[src/rtl/quad_pkg.sv]
// Shared constants and helpers for the quadrature decoder.
// Resolution-mode encodings and Gray-to-phase conversion live here.
package quad_pkg;

    localparam logic [1:0] RES_X1 = 2'd0;
    localparam logic [1:0] RES_X2 = 2'd1;
    localparam logic [1:0] RES_X4 = 2'd2;

    // Map {a,b} onto its position in the up-counting cycle 00->10->11->01.
    function automatic logic [1:0] gray_phase(input logic [1:0] ab);
        logic [1:0] ph;
        case (ab)
            2'b00:   ph = 2'd0;
            2'b10:   ph = 2'd1;
            2'b11:   ph = 2'd2;
            default: ph = 2'd3;
        endcase
        return ph;
    endfunction

endpackage

[src/rtl/quad_channel.sv]
// One quadrature channel: synchronizer, level filter, transition decode and
// position counter with optional saturation.
module quad_channel
    import quad_pkg::*;
#(
    parameter int COUNT_W  = 16,
    parameter int FILTER   = 2,
    parameter int SATURATE = 0
) (
    input  logic               clk,
    input  logic               reset,
    input  logic               a,
    input  logic               b,
    input  logic [1:0]         res_mode,
    input  logic               clear,
    output logic [COUNT_W-1:0] position,
    output logic               step,
    output logic               dir,
    output logic               error
);

    localparam int CNT_W = $clog2(FILTER + 1);
    localparam logic [COUNT_W-1:0] POS_MAX = {1'b0, {(COUNT_W-1){1'b1}}};
    localparam logic [COUNT_W-1:0] POS_MIN = {1'b1, {(COUNT_W-1){1'b0}}};
    localparam logic [COUNT_W-1:0] ONE     = {{(COUNT_W-1){1'b0}}, 1'b1};

    logic [1:0]         sync1_reg, sync2_reg, cand_reg, filt_reg, prev_reg;
    logic [CNT_W-1:0]   cnt_reg;
    logic               ref_valid_reg, evt_reg;
    logic [COUNT_W-1:0] pos_reg;
    logic               step_reg, dir_reg, err_reg;

    // Until a reference is loaded every stable level qualifies, so the
    // first accepted state after reset never counts.
    always_ff @(posedge clk or posedge reset) begin
        if (reset) begin
            sync1_reg     <= 2'b00;
            sync2_reg     <= 2'b00;
            cand_reg      <= 2'b00;
            filt_reg      <= 2'b00;
            prev_reg      <= 2'b00;
            cnt_reg       <= '0;
            ref_valid_reg <= 1'b0;
            evt_reg       <= 1'b0;
        end else begin
            sync1_reg <= {a, b};
            sync2_reg <= sync1_reg;
            evt_reg   <= 1'b0;
            if (ref_valid_reg && sync2_reg == filt_reg) begin
                cnt_reg <= '0;
            end else if (cnt_reg == '0 || sync2_reg != cand_reg) begin
                cand_reg <= sync2_reg;
                cnt_reg  <= CNT_W'(1);
            end else if (cnt_reg == CNT_W'(FILTER)) begin
                prev_reg      <= filt_reg;
                filt_reg      <= sync2_reg;
                cnt_reg       <= '0;
                evt_reg       <= ref_valid_reg;
                ref_valid_reg <= 1'b1;
            end else begin
                cnt_reg <= cnt_reg + CNT_W'(1);
            end
        end
    end

    logic [1:0]         delta;
    logic               is_up, is_dn, is_bad, x1_hit, counted, count_en;
    logic [COUNT_W-1:0] pos_next;

    always_comb begin
        delta    = gray_phase(filt_reg) - gray_phase(prev_reg);
        is_up    = (delta == 2'd1);
        is_dn    = (delta == 2'd3);
        is_bad   = (delta == 2'd2);
        x1_hit   = (prev_reg == 2'b00 && filt_reg == 2'b10) ||
                   (prev_reg == 2'b10 && filt_reg == 2'b00);
        counted  = is_up | is_dn;
        case (res_mode)
            RES_X1:  counted = x1_hit;
            RES_X2:  counted = (is_up | is_dn) & (prev_reg[1] ^ filt_reg[1]);
            default: counted = is_up | is_dn;
        endcase
        count_en = evt_reg & counted;
        pos_next = pos_reg;
        if (count_en && is_up) begin
            if (!(SATURATE != 0 && pos_reg == POS_MAX))
                pos_next = pos_reg + ONE;
        end else if (count_en && is_dn) begin
            if (!(SATURATE != 0 && pos_reg == POS_MIN))
                pos_next = pos_reg - ONE;
        end
    end

    always_ff @(posedge clk or posedge reset) begin
        if (reset) begin
            pos_reg  <= '0;
            step_reg <= 1'b0;
            dir_reg  <= 1'b0;
            err_reg  <= 1'b0;
        end else begin
            step_reg <= count_en;
            if (count_en)
                dir_reg <= is_up;
            if (clear) begin
                pos_reg <= '0;
                err_reg <= 1'b0;
            end else begin
                pos_reg <= pos_next;
                if (evt_reg && is_bad)
                    err_reg <= 1'b1;
            end
        end
    end

    assign position = pos_reg;
    assign step     = step_reg;
    assign dir      = dir_reg;
    assign error    = err_reg;

endmodule

[src/rtl/quad_decoder.sv]
// Multi-channel quadrature decoder: CHANNELS independent quad_channel
// instances sharing clock, reset and resolution mode.
module quad_decoder
    import quad_pkg::*;
#(
    parameter int CHANNELS = 4,
    parameter int COUNT_W  = 16,
    parameter int FILTER   = 2,
    parameter int SATURATE = 0
) (
    input  logic                        clk,
    input  logic                        reset,
    input  logic [CHANNELS-1:0]         a,
    input  logic [CHANNELS-1:0]         b,
    input  logic [1:0]                  res_mode,
    input  logic [CHANNELS-1:0]         clear,
    output logic [CHANNELS*COUNT_W-1:0] position,
    output logic [CHANNELS-1:0]         step,
    output logic [CHANNELS-1:0]         dir,
    output logic [CHANNELS-1:0]         error
);

    generate
        for (genvar gi = 0; gi < CHANNELS; gi++) begin : g_ch
            quad_channel #(
                .COUNT_W  (COUNT_W),
                .FILTER   (FILTER),
                .SATURATE (SATURATE)
            ) u_ch (
                .clk      (clk),
                .reset    (reset),
                .a        (a[gi]),
                .b        (b[gi]),
                .res_mode (res_mode),
                .clear    (clear[gi]),
                .position (position[gi*COUNT_W +: COUNT_W]),
                .step     (step[gi]),
                .dir      (dir[gi]),
                .error    (error[gi])
            );
        end
    endgenerate

endmodule

[config.mk]
export PLATFORM = sky130hd
export DESIGN_NAME = quad_decoder
export DESIGN_NICKNAME = d
export VERILOG_FILES = /design/src/rtl/quad_pkg.sv /design/src/rtl/quad_channel.sv /design/src/rtl/quad_decoder.sv
export SDC_FILE = /design/constraint.sdc
export NUM_CORES = 1
export LEC_CHECK = 0
export BUFFER_PORTS_ARGS = -buffer_cell sky130_fd_sc_hd__buf_2
export CAP_MARGIN = 20
export CORE_ASPECT_RATIO = 0.7
export CORE_MARGIN = 2
export CORE_UTILIZATION = 30
export DETAILED_ROUTE_END_ITERATION = 8
export GPL_TIMING_DRIVEN = 1
export PLACE_DENSITY = 0.56
export SLEW_MARGIN = 20
export SYNTH_ARGS = -nofsm -noshare
export SYNTH_HDL_FRONTEND = slang
export SYNTH_SLANG_ARGS = --single-unit
[constraint.sdc]
create_clock -name clk -period 6.3 [get_ports clk]
set_clock_uncertainty 0.05 [all_clocks]
set_input_delay 0.63 -clock clk [delete_from_list [all_inputs] [get_ports clk]]
set_output_delay 0.63 -clock clk [all_outputs]
set_load 0.02 [all_outputs]
* Yosys cells after proc, flatten, opt, wreduce, memory -nomap -nowiden
Cells that the tools add are included.
W data, S select, Z words.
** Operators by class
- Muxes and demuxes :: 56
- Reduce and logical (&&, ||, !) cells :: 61
- Equal/unequal tests :: 41
- $add $sub $neg :: 16
- Bitwise gates (word level) :: 24
** Operators with widths (number)
- $mux W16 :: 12
- $add A16 B1 Y16 const B :: 4
- $sub A16 B1 Y16 const B :: 4
- $eq A2 B2 Y1 const B :: 28
- $pmux W2 S3 :: 8
- $logic_not A2 Y1 :: 13
- $logic_and A1 B1 Y1 :: 24
- $mux W2 :: 12
- $mux W1 :: 20
- $reduce_and A3 Y1 :: 4
- $reduce_bool A3 Y1 :: 4
- $eq A2 B1 Y1 const B :: 5
- $add A2 B1 Y2 const B :: 4
- $and A1 B1 Y1 :: 8
- $eq A2 B2 Y1 :: 4
- $logic_or A1 B1 Y1 :: 8
- $ne A2 B2 Y1 :: 4
- $not A1 Y1 :: 8
- $pmux W1 S2 :: 4
- $reduce_and A2 Y1 :: 4
- $reduce_bool A2 Y1 :: 4
- $sub A2 B2 Y2 :: 4
- $or A1 B1 Y1 :: 4
- $xor A1 B1 Y1 :: 4
** Word-level totals
- Word-level logic and storage cells :: 246
- Bits in registers :: 132
- Output and inout bits :: 76
- Input port bits :: 16

* Logic depth before layout (Yosys ltp)
Gate-level depths: netlist of the first run.
- Depth in word-level cells :: 12
- Depth in mapped cells :: 16
- Mapped depth without buffers :: 15

* By module
A second synthesis of the first run with hierarchy kept.
** Unflattened totals
- Cell total of the unflattened synthesis :: 952
- Area total of the unflattened synthesis :: 8843.5 um2
** By module, submodules not included
- quad_channel :: area an instance 2210.9 um2, seq. area each 825.8 um2, cells an instance 238, times used 4

* Worst setup path before layout of the first run
No wires, ideal clock.
- Path kind :: flip-flop to flip-flop
- Start point :: reg g_ch[3].u_ch.filt_reg[1]
- End point :: reg g_ch[3].u_ch.pos_reg[15]
- Setup time :: 0.125 ns
- Setup slack :: 2.614 ns
- Period minus slack after synthesis :: 3.686 ns
- Path buffers :: 0
- Data required time :: 6.125 ns
- Arrival :: 3.512 ns
- Cell stages (with the launch flop) :: 15
- Cell sequence :: dfrtp_1 -> inv_1 -> ha_1 -> inv_1 -> ha_1 -> inv_1 -> o211ai_1 -> or2_2 -> ha_1 -> a211o_1 -> a211o_1 -> and2_4 -> o21ai_1 -> mux2i_1 -> mux2_2
** Between the ends
- Cells in the longest elaborated chain, start to end :: 11
- Elaborated cells between the ends (all ways) :: 20
- Classes of those cells :: add/sub: 1; eq/ne: 4; mux: 4; bitwise: 4; reduce/logical: 7
** RTL lines
- start: declaration :: RTL line quad_channel.sv:27 : logic [1:0] sync1_reg, sync2_reg, cand_reg, filt_reg, prev_reg;
- start signal: assignment :: RTL line quad_channel.sv:56 : filt_reg <= sync2_reg;
- $eq A2 B2 Y1, or another cell as far along :: RTL line quad_pkg.sv:12 : case (ab)
- $pmux W2 S3 :: RTL line quad_pkg.sv:12
- $sub A2 B2 Y2 :: RTL line quad_channel.sv:71 : delta = gray_phase(filt_reg) - gray_phase(prev_reg);
- $eq A2 B1 Y1 / $eq A2 B2 Y1 (equally long branches) :: RTL line quad_channel.sv:72, quad_channel.sv:73
- $or A1 B1 Y1
- $and A1 B1 Y1 :: RTL line quad_channel.sv:80 : RES_X2: counted = (is_up | is_dn) & (prev_reg[1] ^ filt_reg[1]);
- $pmux W1 S2 :: RTL line quad_channel.sv:78 : case (res_mode)
- $and A1 B1 Y1 :: RTL line quad_channel.sv:83 : count_en = evt_reg & counted;
- $logic_and A1 B1 Y1 :: RTL line quad_channel.sv:85 : if (count_en && is_up) begin
- $mux W16 :: RTL line quad_channel.sv:85
- $mux W16 :: RTL line quad_channel.sv:104 : if (clear) begin
- end signal: assignment :: RTL line quad_channel.sv:108 : pos_reg <= pos_next;
- end: declaration :: RTL line quad_channel.sv:30 : logic [COUNT_W-1:0] pos_reg;
Several ways; a longest one is shown, not always the timed one.
A chain may end at the register's enable or synchronous reset.

* Worst setup path in the final report of the first run
- Start point :: reg g_ch[2].u_ch.filt_reg[1]
- End point :: reg g_ch[2].u_ch.pos_reg[10]
** Between the ends
- Cells in the longest elaborated chain, start to end :: 11
- Elaborated cells between the ends (all ways) :: 20
- Classes of those cells :: add/sub: 1; eq/ne: 4; mux: 4; bitwise: 4; reduce/logical: 7
** RTL lines (RTL line)
- start: declaration :: quad_channel.sv:27
- start signal: assignment :: quad_channel.sv:56
- $eq A2 B2 Y1, or another cell as far along :: quad_pkg.sv:12
- $pmux W2 S3 :: quad_pkg.sv:12
- $sub A2 B2 Y2 :: quad_channel.sv:71
- $eq A2 B1 Y1 / $eq A2 B2 Y1 (equally long branches) :: quad_channel.sv:72, quad_channel.sv:73
- $or A1 B1 Y1
- $and A1 B1 Y1 :: quad_channel.sv:80
- $pmux W1 S2 :: quad_channel.sv:78
- $and A1 B1 Y1 :: quad_channel.sv:83
- $logic_and A1 B1 Y1 :: quad_channel.sv:85
- $mux W16 :: quad_channel.sv:85
- $mux W16 :: quad_channel.sv:104
- end signal: assignment :: quad_channel.sv:108
- end: declaration :: quad_channel.sv:30
Several ways; a longest one is shown, not always the timed one.

==> results of run 1 <==
==> area by class of cell <==
cell class / count / area, sq um / area share
Clock inverter: 10 / 134 / 0.0130
Timing Repair Buffer: 93 / 474 / 0.0462
Inverter: 47 / 181 / 0.0177
Sequential cell: 132 / 3300 / 0.322
Tap cell: 378 / 473 / 0.0461
Multi-Input combinational cell: 745 / 5260 / 0.512
Clock buffer: 21 / 440 / 0.0429
==> worst max-delay path: stages, from the launching register on <==
cell	delay, ps
dfrtp_1	460
inv_1	110
ha_1	290
inv_1	40
ha_1	320
inv_1	120
o2111ai_4	390
nor2_1	310
inv_1	370
ha_1	480
and2_1	180
a22o_1	210
nor3_1	380
o21ai_0	180
o311ai_0	330
==> worst max path at each step <==
stage               cells after the start                                    end                                 start
floorplan                               1   g_ch[0].u_ch.cand_reg[0]$_DFFE_PP0P_                                 reset
global placement                       12  g_ch[2].u_ch.position[12]$_DFFE_PP0P_                           res_mode[1]
detailed placement                     12  g_ch[2].u_ch.position[10]$_DFFE_PP0P_                           res_mode[1]
CTS                                    14  g_ch[2].u_ch.position[10]$_DFFE_PP0P_  g_ch[2].u_ch.filt_reg[1]$_DFFE_PP0P_
global route                           14  g_ch[2].u_ch.position[12]$_DFFE_PP0P_  g_ch[2].u_ch.filt_reg[1]$_DFFE_PP0P_
finish                                 14  g_ch[2].u_ch.position[10]$_DFFE_PP0P_  g_ch[2].u_ch.filt_reg[1]$_DFFE_PP0P_
==> layout by cell type (no fill, tap or decap), drive strengths merged, types with 5 or more instances in the layout <==
cell type / synthesis / layout
a211oi: 7 / 7
a21o: 19 / 19
a21oi: 90 / 90
a31oi: 23 / 23
and2: 10 / 10
and3: 6 / 6
buf: 20 / 93
clkbuf: 18 / 21
clkinv: 0 / 5
dfrtp: 132 / 132
ha: 100 / 100
inv: 47 / 47
mux2: 14 / 14
mux2i: 13 / 13
nand2: 99 / 99
nand2b: 5 / 5
nand3: 28 / 28
nand3b: 8 / 8
nand4: 8 / 8
nand4b: 8 / 8
nor2: 76 / 76
nor2b: 8 / 8
nor3: 18 / 18
nor4b: 9 / 9
o211ai: 10 / 10
o21a: 6 / 6
o21ai: 41 / 41
or3: 9 / 9
xnor2: 38 / 38
xor2: 21 / 21
==> per-stage QoR <==
stage          hold slack [ps]  instances  area, sq um  power (mW)
3_3_place_gp               285       1395         9660        1.48
2_1_floorplan              281        962         8910        1.36
6_report                   229       1426        10300        2.48
5_1_grt                    236       1426        10300        2.64
4_1_cts                    239       1426        10200        2.51
3_5_place_dp               286       1395         9660        1.49
==> routing by layer <==
layer	routed length [um]	share of wire	track usage
met5	0	0	0
met4	146	0.0070	0.0312
met3	828	0.040	0.0363
met2	8920	0.43	0.205
met1	11000	0.53	0.199
==> power by group <==
| group | total [mW] | leakage, nW | switching, mW | internal (mW) |
|---|---|---|---|---|
| Clock | 1.00 | 0.277 | 0.382 | 0.618 |
| Sequential | 1.01 | 1.74 | 0.0824 | 0.923 |
| Combinational | 0.471 | 3.05 | 0.282 | 0.189 |
| Total | 2.48 | 5.07 | 0.747 | 1.73 |
==> kinds of logic (layout without fill, tap and decap cells) <==
logic type / after synthesis / after routing / share of synthesized area
AND/OR/NAND/NOR: 306 / 306 / 0.169
multiplexers: 27 / 27 / 0.0323
buffers and inverters: 85 / 171 / 0.0426
flip-flops: 132 / 132 / 0.371
adder cells (fa/ha/maj): 104 / 104 / 0.149
AO/OA/AOI/OAI: 249 / 249 / 0.178
XOR/XNOR: 59 / 59 / 0.0580
==> impl_metrics.tcl, run 1 <==
set metrics [dict create \
    status "finished clean" \
    tns_ps 0 \
    wl_mm 20.9 \
    nets 1156 \
    syn_area_sq_um 8910 \
    r2r-start "g_ch[2].u_ch.filt_reg[1]$_DFFE_PP0P_" \
    max_cap_violations 0 \
    synthTopCellsByCount "132 x dfrtp_1, 100 x ha_1, 99 x nand2_1" \
    postLayoutCoreUtil 0.353 \
    ios 92 \
    crit_arrival_ps 4600 \
    core-area_sq_um 29100 \
    numPortBuffers 91 \
    synthCells 962 \
    vias_per_cell 4.96 \
    post_cts_buffers 0 \
    h-tree-depth 4 \
    drive_gt1_frac 0.135 \
    drt_iter0_drc 401 \
    antenna_found_initial 0 \
    cts_tree "built" \
    cts_root_buf "clkbuf_16" \
    fmax_mhz 230 \
    timing.reg2reg.setup_slack_ps 1950 \
    fin_crit_ps 4350 \
    required_ps 6550 \
    pre_cts_ws_ps 1650 \
    max_slew.worst_pin.slew_ps 807 \
    grt.total_usage 0.138 \
    worstSetupEndpointType "flip-flop" \
    die_area_sq_um 31100 \
    largest_register_ff_count 64 \
    synth_cell_types 64 \
    hold_viol_final 0 \
    synth_edf_count 0 \
    setup_viol_count_final 0 \
    power_density_nw_per_um2 241 \
    clockBufferDepth 2 \
    rsz0062_at_grt "no" \
    synthArstFlopShare 1.00 \
    die_width_um 210 \
    grt_first_pass_wirelength_mm 34.6 \
    reg2regPathDepth 14 \
    gp_congestion 0.819 \
    num_vias 7070 \
    first_global_vias 6701 \
    grt_overflow 0 \
    clock-sinks 132 \
    grt_start_max_net_pins 73 \
    path_clk_slew_ps 60 \
    crit_type "reg2reg" \
    nFillCells 2902 \
    setup_slack_ps 1950 \
    peakVddDrop_uv 132 \
    numCtsBuffers 17 \
    ctsResizeCount 0 \
    die-height_um 148 \
    antenna_left 0 \
    num_rows 52 \
    ys.flop_type "dfrtp_1" \
    holdBufCountCts 0 \
    syn_area_per_cell_sq_um 9.26 \
    timing.final.crit_share 0.690 \
    min_path_type "in2async" \
    area_delta_synth_final_pct 15.2 \
    relSlewSlack 0.462 \
    drc 0 \
    r2r_end "g_ch[2].u_ch.position[10]$_DFFE_PP0P_" \
    crit_path_start_kind "flip-flop" \
    drtPass1Iterations 5 \
    yosys_warnings 0 \
    ys_seq_area_frac 0.371 \
    syn-num-nets 1082 \
    slew_violations 0 \
    dp_hpwl_mm 14.7 \
    insertedDiodeCount 0 \
    wl_per_cell_um 14.7 \
    crit_fanout 27 \
    synth_top_area_share 0.371 \
    power_leakage_nw 5.07 \
    yosysMostFrequentCell "dfrtp_1" \
    synth_area_leaders "dfrtp_1 37%, ha_1 14%, a21oi_1 5.1%, nand2_1 4.2%, xnor2_1 3.7%" \
    start_util 0.306 \
    synth_top_area_cell "dfrtp_1" \
    clk-insertion-delay-late_ps 420 \
    ys_ff_latch 132 \
]
Power figures use the tool's default switching activity.
==> inputs of run 2 (changes only) <==
--- a/config.mk
+++ b/config.mk
@@ -5,6 +5,7 @@
 export SDC_FILE = /design/constraint.sdc
 export NUM_CORES = 1
 export LEC_CHECK = 0
+export ABC_AREA = 1
 export BUFFER_PORTS_ARGS = -buffer_cell sky130_fd_sc_hd__buf_2
 export CAP_MARGIN = 20
 export CORE_ASPECT_RATIO = 0.7
@@ -12,7 +13,7 @@
 export CORE_UTILIZATION = 30
 export DETAILED_ROUTE_END_ITERATION = 8
 export GPL_TIMING_DRIVEN = 1
-export PLACE_DENSITY = 0.56
+export PLACE_DENSITY = 0.58
 export SLEW_MARGIN = 20
 export SYNTH_ARGS = -nofsm -noshare
 export SYNTH_HDL_FRONTEND = slang
==> constraint.sdc (replaced) <==
create_clock -name clk -period 3.6 [get_ports clk]
set_clock_uncertainty 0.05 [all_clocks]
set_input_delay 0.36 -clock clk [delete_from_list [all_inputs] [get_ports clk]]
set_output_delay 0.36 -clock clk [all_outputs]
set_load 0.02 [all_outputs]
==> run 2 against run 1 <==
Effect of this change: setup slack worse by 1700 ps; register-to-register slack got worse by 1700 ps; count of clock-buffer cells in the layout rose by 6; global-route usage is 0.53 points higher; largest cell class unchanged; highest routed layer unchanged.
==> impl_metrics.tcl, run 2 <==
set metrics [dict create \
    cts_root_buf "clkbuf_16" \
    final_area_sq_um 10500 \
    yosys_warnings 0 \
    fmax_mhz 295 \
    yosysMostFrequentCell "nand2_1" \
    fin_crit_ps 3390 \
    synthArstFlopShare 1.00 \
    drt_iter0_drc 532 \
    cts_tree "built" \
    ys_ff_latch 132 \
    largest_register_ff_count 64 \
    synth_top_area_share 0.378 \
    max_stage_delay_ps 420 \
    holdPathStages 1 \
    register_area_sq_um 3310 \
    required_ps 3850 \
    ios 92 \
    crit_type "reg2reg" \
    syn-num-nets 1241 \
    insertedDiodeCount 0 \
    hp-start "b[0]" \
    numPortBuffers 91 \
    synth_edf_count 0 \
    reg2regPathDepth 19 \
    critPathMostFrequentCell "nand3_1" \
    dpl_cell_area_sq_um 9670 \
    peakVddDrop_uv 251 \
    synth_area_leaders "dfrtp_1 38%, ha_1 14%, nand2_1 14%, o21ai_0 4.9%, a21oi_1 4.5%" \
    clk-insertion-delay-late_ps 420 \
    dp_hpwl_mm 15.6 \
    synth_top_area_cell "dfrtp_1" \
    grt_overflow 0 \
    rsz0062_at_grt "yes" \
    min_path_type "in2reg" \
    crit_arrival_ps 3650 \
    drc 0 \
    path_clk_slew_ps 60 \
    final_common_cell "nand2_1" \
    drive_gt1_frac 0.163 \
    hold_viol_final 0 \
    first_global_vias 6966 \
    final_cell_mix "321 x nand2_1, 130 x dfrtp_1, 95 x ha_1, 93 x inv_1, 91 x buf_2" \
    drtPass1Iterations 5 \
    power_density_nw_per_um2 449 \
    antenna_found_initial 0 \
    numCtsBuffers 17 \
    worstSetupEndpointType "flip-flop" \
    power_leakage_nw 5.69 \
    ys_seq_area_frac 0.378 \
    die_area_sq_um 30500 \
    crit_fanout 17 \
    num_rows 52 \
    ys.flop_type "dfrtp_1" \
    gp_congestion 0.880 \
    start_util 0.304 \
    wl_per_cell_um 13.0 \
    grt_start_max_net_pins 80 \
    crit_path_start_kind "flip-flop" \
    die-height_um 147 \
    nets 1364 \
    multi_input_area_sq_um 4980 \
    die_width_um 208 \
    num_vias 7544 \
    area_delta_synth_final_pct 20.0 \
    synth_cell_types 40 \
    antenna_left 0 \
    postLayoutCoreUtil 0.365 \
    whs_ps 53.3 \
    synthCells 1121 \
    crit_chain "inv_1, ha_1, ha_1, o21ai_1, nand2_1, o21ai_0, nand3_1, nor2_2, clkinvlp_4, buf_12, buf_4, ha_1, nand3_1, nand2_1, nand3_1, nand2_1, nand3_1, a21oi_1, o21ai_1" \
    tns_ps 0 \
    timing.reg2reg.setup_slack_ps 210 \
    wl_mm 21.3 \
    slew_violations 0 \
    crit_slowest_cell "dfrtp_1" \
    setup_viol_count_final 0 \
    grt.total_usage 0.143 \
    hold_end "g_ch[0].u_ch.sync1_reg[0]$_DFF_PP0_" \
    clockBufferDepth 2 \
    core-area_sq_um 28800 \
    clock-sinks 132 \
    r2r-start "g_ch[0].u_ch.prev_reg[1]$_DFFE_PP0P_" \
    max_slew.worst_pin.slew_ps 565 \
    max_cap_violations 0 \
    relSlewSlack 0.619 \
    r2r_end "g_ch[0].u_ch.position[14]$_DFFE_PP0P_" \
    timing.final.crit_share 0.942 \
    h-tree-depth 4 \
    syn_area_sq_um 8740 \
    grt_first_pass_wirelength_mm 35.4 \
    status "finished clean" \
    nFillCells 2944 \
    syn_area_per_cell_sq_um 7.80 \
    synthTopCellsByCount "322 x nand2_1, 132 x dfrtp_1, 100 x ha_1" \
    vias_per_cell 4.62 \
]
-- run 2: worst max path at each step --
stage                                                    start  cells past startpoint  slack [ps]                                    end
after floorplan           g_ch[2].u_ch.filt_reg[1]$_DFFE_PP0P_                     19         350  g_ch[2].u_ch.position[15]$_DFFE_PP0P_
after global placement    g_ch[0].u_ch.filt_reg[1]$_DFFE_PP0P_                     20          20  g_ch[0].u_ch.position[12]$_DFFE_PP0P_
after detailed placement  g_ch[0].u_ch.filt_reg[1]$_DFFE_PP0P_                     20          50  g_ch[0].u_ch.position[12]$_DFFE_PP0P_
after CTS                 g_ch[0].u_ch.filt_reg[1]$_DFFE_PP0P_                     20           7  g_ch[0].u_ch.position[12]$_DFFE_PP0P_
after global routing      g_ch[0].u_ch.prev_reg[1]$_DFFE_PP0P_                     19         -80  g_ch[0].u_ch.position[14]$_DFFE_PP0P_
final                     g_ch[0].u_ch.prev_reg[1]$_DFFE_PP0P_                     19         210  g_ch[0].u_ch.position[14]$_DFFE_PP0P_
-- run 2: routing by layer --
| layer | part of all wire | up-vias | global-route usage |
|---|---|---|---|
| li1 | - | 3945 | - |
| met1 | 0.55 | 3459 | 0.219 |
| met2 | 0.40 | 126 | 0.202 |
| met3 | 0.038 | 14 | 0.0319 |
| met4 | 0.0089 | 0 | 0.0330 |
| met5 | 0 | - | 0 |
-- run 2: logic make-up after synthesis --
logic type | synth area share
AO/OA/AOI/OAI | 0.136
buffers and inverters | 0.0640
adder cells (fa/ha/maj) | 0.152
flip-flops | 0.378
XOR/XNOR | 0.0251
AND/OR/NAND/NOR | 0.245
-- run 2: critical path: cells and delay by family, from the launching register on --
family	cells	cell delay, ps
and+or+nand+nor	8	1010
adders and majority gates	3	810
buffers and inverters	4	540
AOI/OAI and AO/OA	4	440
DFF	1	420
-- run 2: power breakdown --
part,leakage (nW),switching (mW),internal [mW],total (mW)
Clock,0.276,0.644,1.05,1.70
Sequential,1.76,0.130,1.65,1.78
Combinational,3.66,0.761,0.466,1.23
-- run 2: timing repair --
item                                    CTS  global route
hold buffers                              8             0
buffers inserted                          0             6
endpoints found under the hold margin     9             0
gates resized for setup                   0            44
endpoints found under the setup margin    0            39
-- run 2: final cells by class --
cell class                      instances  share of cell area
Clock inverter                          3             0.00406
Tap cell                              378              0.0451
Clock buffer                           27              0.0499
Sequential cell                       132               0.315
Timing Repair Buffer                  121              0.0704
Multi-Input combinational cell        862               0.475
Inverter                              110              0.0407
-- run 2: through the flow --
step	std cells	power, mW	setup slack (ps)
floorplan	1121	2.66	352
global placement	1589	2.97	17.0
detailed placement	1589	2.99	46.8
CTS	1627	4.76	6.65
global route	1633	5.08	-84.5
finish	1633	4.71	207
==> inputs of run 3 (changes only) <==
--- a/config.mk
+++ b/config.mk
@@ -5,7 +5,6 @@
 export SDC_FILE = /design/constraint.sdc
 export NUM_CORES = 1
 export LEC_CHECK = 0
-export ABC_AREA = 1
 export BUFFER_PORTS_ARGS = -buffer_cell sky130_fd_sc_hd__buf_2
 export CAP_MARGIN = 20
 export CORE_ASPECT_RATIO = 0.7
@@ -13,6 +12,7 @@
 export CORE_UTILIZATION = 30
 export DETAILED_ROUTE_END_ITERATION = 8
 export GPL_TIMING_DRIVEN = 1
+export HOLD_SLACK_MARGIN = 0.08
 export PLACE_DENSITY = 0.58
 export SLEW_MARGIN = 20
 export SYNTH_ARGS = -nofsm -noshare
==> run 3 against run 2 <==
Effect of this change: setup slack got worse by 63 ps; sequential power is 4% lower; highest routed layer unchanged; global-route usage grew 0.19 points; critical path depth fell by 5; die area grew 1.9%; design area is 5.5% higher; clock power grew 8%; non-clock buffer count grew 32.
==> impl_metrics.tcl, run 3 (synthesized netlist as in run 1, its figures left out) <==
set metrics [dict create \
    clockBufferDepth 2 \
    largest_register_ff_count 64 \
    hold_viol_final 0 \
    antenna_left 0 \
    start_util 0.306 \
    place_inst 1437 \
    required_ps 3860 \
    dp_hpwl_mm 15.2 \
    final_cell_mix "132 x dfrtp_1, 99 x nand2_1, 91 x buf_2, 88 x a21oi_1, 82 x ha_1" \
    num_vias 7356 \
    ios 92 \
    wl_per_cell_um 14.7 \
    numCtsBuffers 17 \
    layout.cells.non_filler 1488 \
    antenna_found_initial 0 \
    power_density_nw_per_um2 417 \
    rsz0062_at_grt "yes" \
    crit_fanout 7 \
    crit_type "reg2reg" \
    die_width_um 210 \
    cts_tree "built" \
    finalPower_mw 4.61 \
    crit_arrival_ps 3720 \
    grt_overflow 0 \
    drtPass1Iterations 5 \
    tns_ps 0 \
    drt_iter0_drc 311 \
    worstPathBufferInverterCount 2 \
    core-area_sq_um 29100 \
    first_global_vias 7060 \
    hp-start "g_ch[0].u_ch.sync1_reg[1]$_DFF_PP0_" \
    slew_violations 0 \
    h-tree-depth 4 \
    gp_congestion 0.818 \
    crit_slowest_cell "dfrtp_1" \
    die_area_sq_um 31100 \
    die-height_um 148 \
    relSlewSlack 0.576 \
    postLayoutCoreUtil 0.381 \
    final_common_cell "dfrtp_1" \
    grt.total_usage 0.145 \
    max_cap_violations 0 \
    worstSetupEndpointType "flip-flop" \
    clk-insertion-delay-late_ps 430 \
    grt_start_max_net_pins 105 \
    whs_ps 303 \
    insertedDiodeCount 0 \
    startpoint "g_ch[3].u_ch.prev_reg[1]$_DFFE_PP0P_" \
    fmax_mhz 289 \
    peakVddDrop_uv 272 \
    power_leakage_nw 5.43 \
    critPathTopFamily "compound AO/OA/AOI/OAI gates" \
    drc 0 \
    fin_crit_ps 3460 \
    num_rows 52 \
    r2r-start "g_ch[3].u_ch.prev_reg[1]$_DFFE_PP0P_" \
    max_slew.worst_pin.slew_ps 636 \
    max_stage_delay_ps 390 \
    cts_root_buf "clkbuf_16" \
    drive_gt1_frac 0.223 \
    crit_path_start_kind "flip-flop" \
    nets 1218 \
    numPortBuffers 91 \
    min_path_type "reg2reg" \
    setup_viol_count_final 0 \
    vias_per_cell 4.94 \
    status "finished clean" \
    clock-sinks 132 \
    crit_chain "buf_4, ha_1, nor2_1, xnor2_2, xnor2_2, or2_4, buf_4, ha_4, o211a_1, a211o_1, and2_4, o21ai_2, mux2i_1, mux2_2" \
    timing.final.crit_share 0.960 \
    path_clk_slew_ps 60 \
    wl_mm 21.9 \
    grt_first_pass_wirelength_mm 36.5 \
    area_delta_synth_final_pct 24.3 \
]
## run 3: cell type report
| cell class | instances | area [sq um] |
|---|---|---|
| Multi-Input combinational cell | 747 | 5550 |
| Timing Repair Buffer | 153 | 956 |
| Fill cell | 2882 | 18000 |
| Inverter | 47 | 180 |
| Clock inverter | 12 | 155 |
| Sequential cell | 132 | 3300 |
| Clock buffer | 19 | 453 |
| Tap cell | 378 | 473 |
## run 3: per-layer routing
layer	track usage	vias up	part of all wire
met5	0	-	0
met4	0.0362	0	0.011
met3	0.0399	19	0.036
met2	0.211	87	0.42
met1	0.210	3518	0.53
li1	-	3732	-
## run 3: path summary, 6_finish.rpt
check                                                    endpoint  slack, ps  cells past startpoint
setup / recovery            g_ch[3].u_ch.position[15]$_DFFE_PP0P_        140                     14
hold / removal                g_ch[0].u_ch.sync2_reg[1]$_DFF_PP0_        300                      0
setup reg to reg            g_ch[3].u_ch.position[15]$_DFFE_PP0P_        140                     14
hold reg to reg               g_ch[0].u_ch.sync2_reg[1]$_DFF_PP0_        300                      0
max in group asynchronous  g_ch[0].u_ch.ref_valid_reg$_DFFE_PP0P_       2400                      4
min in group asynchronous   g_ch[3].u_ch.position[11]$_DFFE_PP0P_        560                      4
## run 3: power by group
| group | leakage, nW | total, mW | internal, mW | switching, mW |
|---|---|---|---|---|
| Combinational | 3.39 | 1.07 | 0.481 | 0.588 |
| Clock | 0.295 | 1.84 | 1.12 | 0.715 |
| Sequential | 1.74 | 1.70 | 1.62 | 0.0882 |
## run 3: worst register-to-register path, cell delays in order (launching register included)
cell	delay (ps)
dfrtp_1	390
buf_4	160
ha_1	170
nor2_1	180
xnor2_2	110
xnor2_2	170
or2_4	310
buf_4	160
ha_4	230
o211a_1	230
a211o_1	330
and2_4	160
o21ai_2	140
mux2i_1	210
mux2_2	350
## run 3: what timing repair did
action / in CTS / in global routing
hold buffers: 9 / 0
cloned: 0 / 2
gates resized for setup: 2 / 60
endpoints found under the hold margin: 51 / 0
buffers inserted: 0 / 9
pin swaps: 0 / 10
endpoints found under the setup margin: 2 / 27
## run 3: per-stage QoR
stage                     instance area (sq um)  worst slack [ps]
final                                     11100               144
after global routing                      11100             -20.0
after CTS                                 10700              15.9
after detailed placement                  10000              28.8
after global placement                    10000              42.7
after floorplan                            8950              7.67
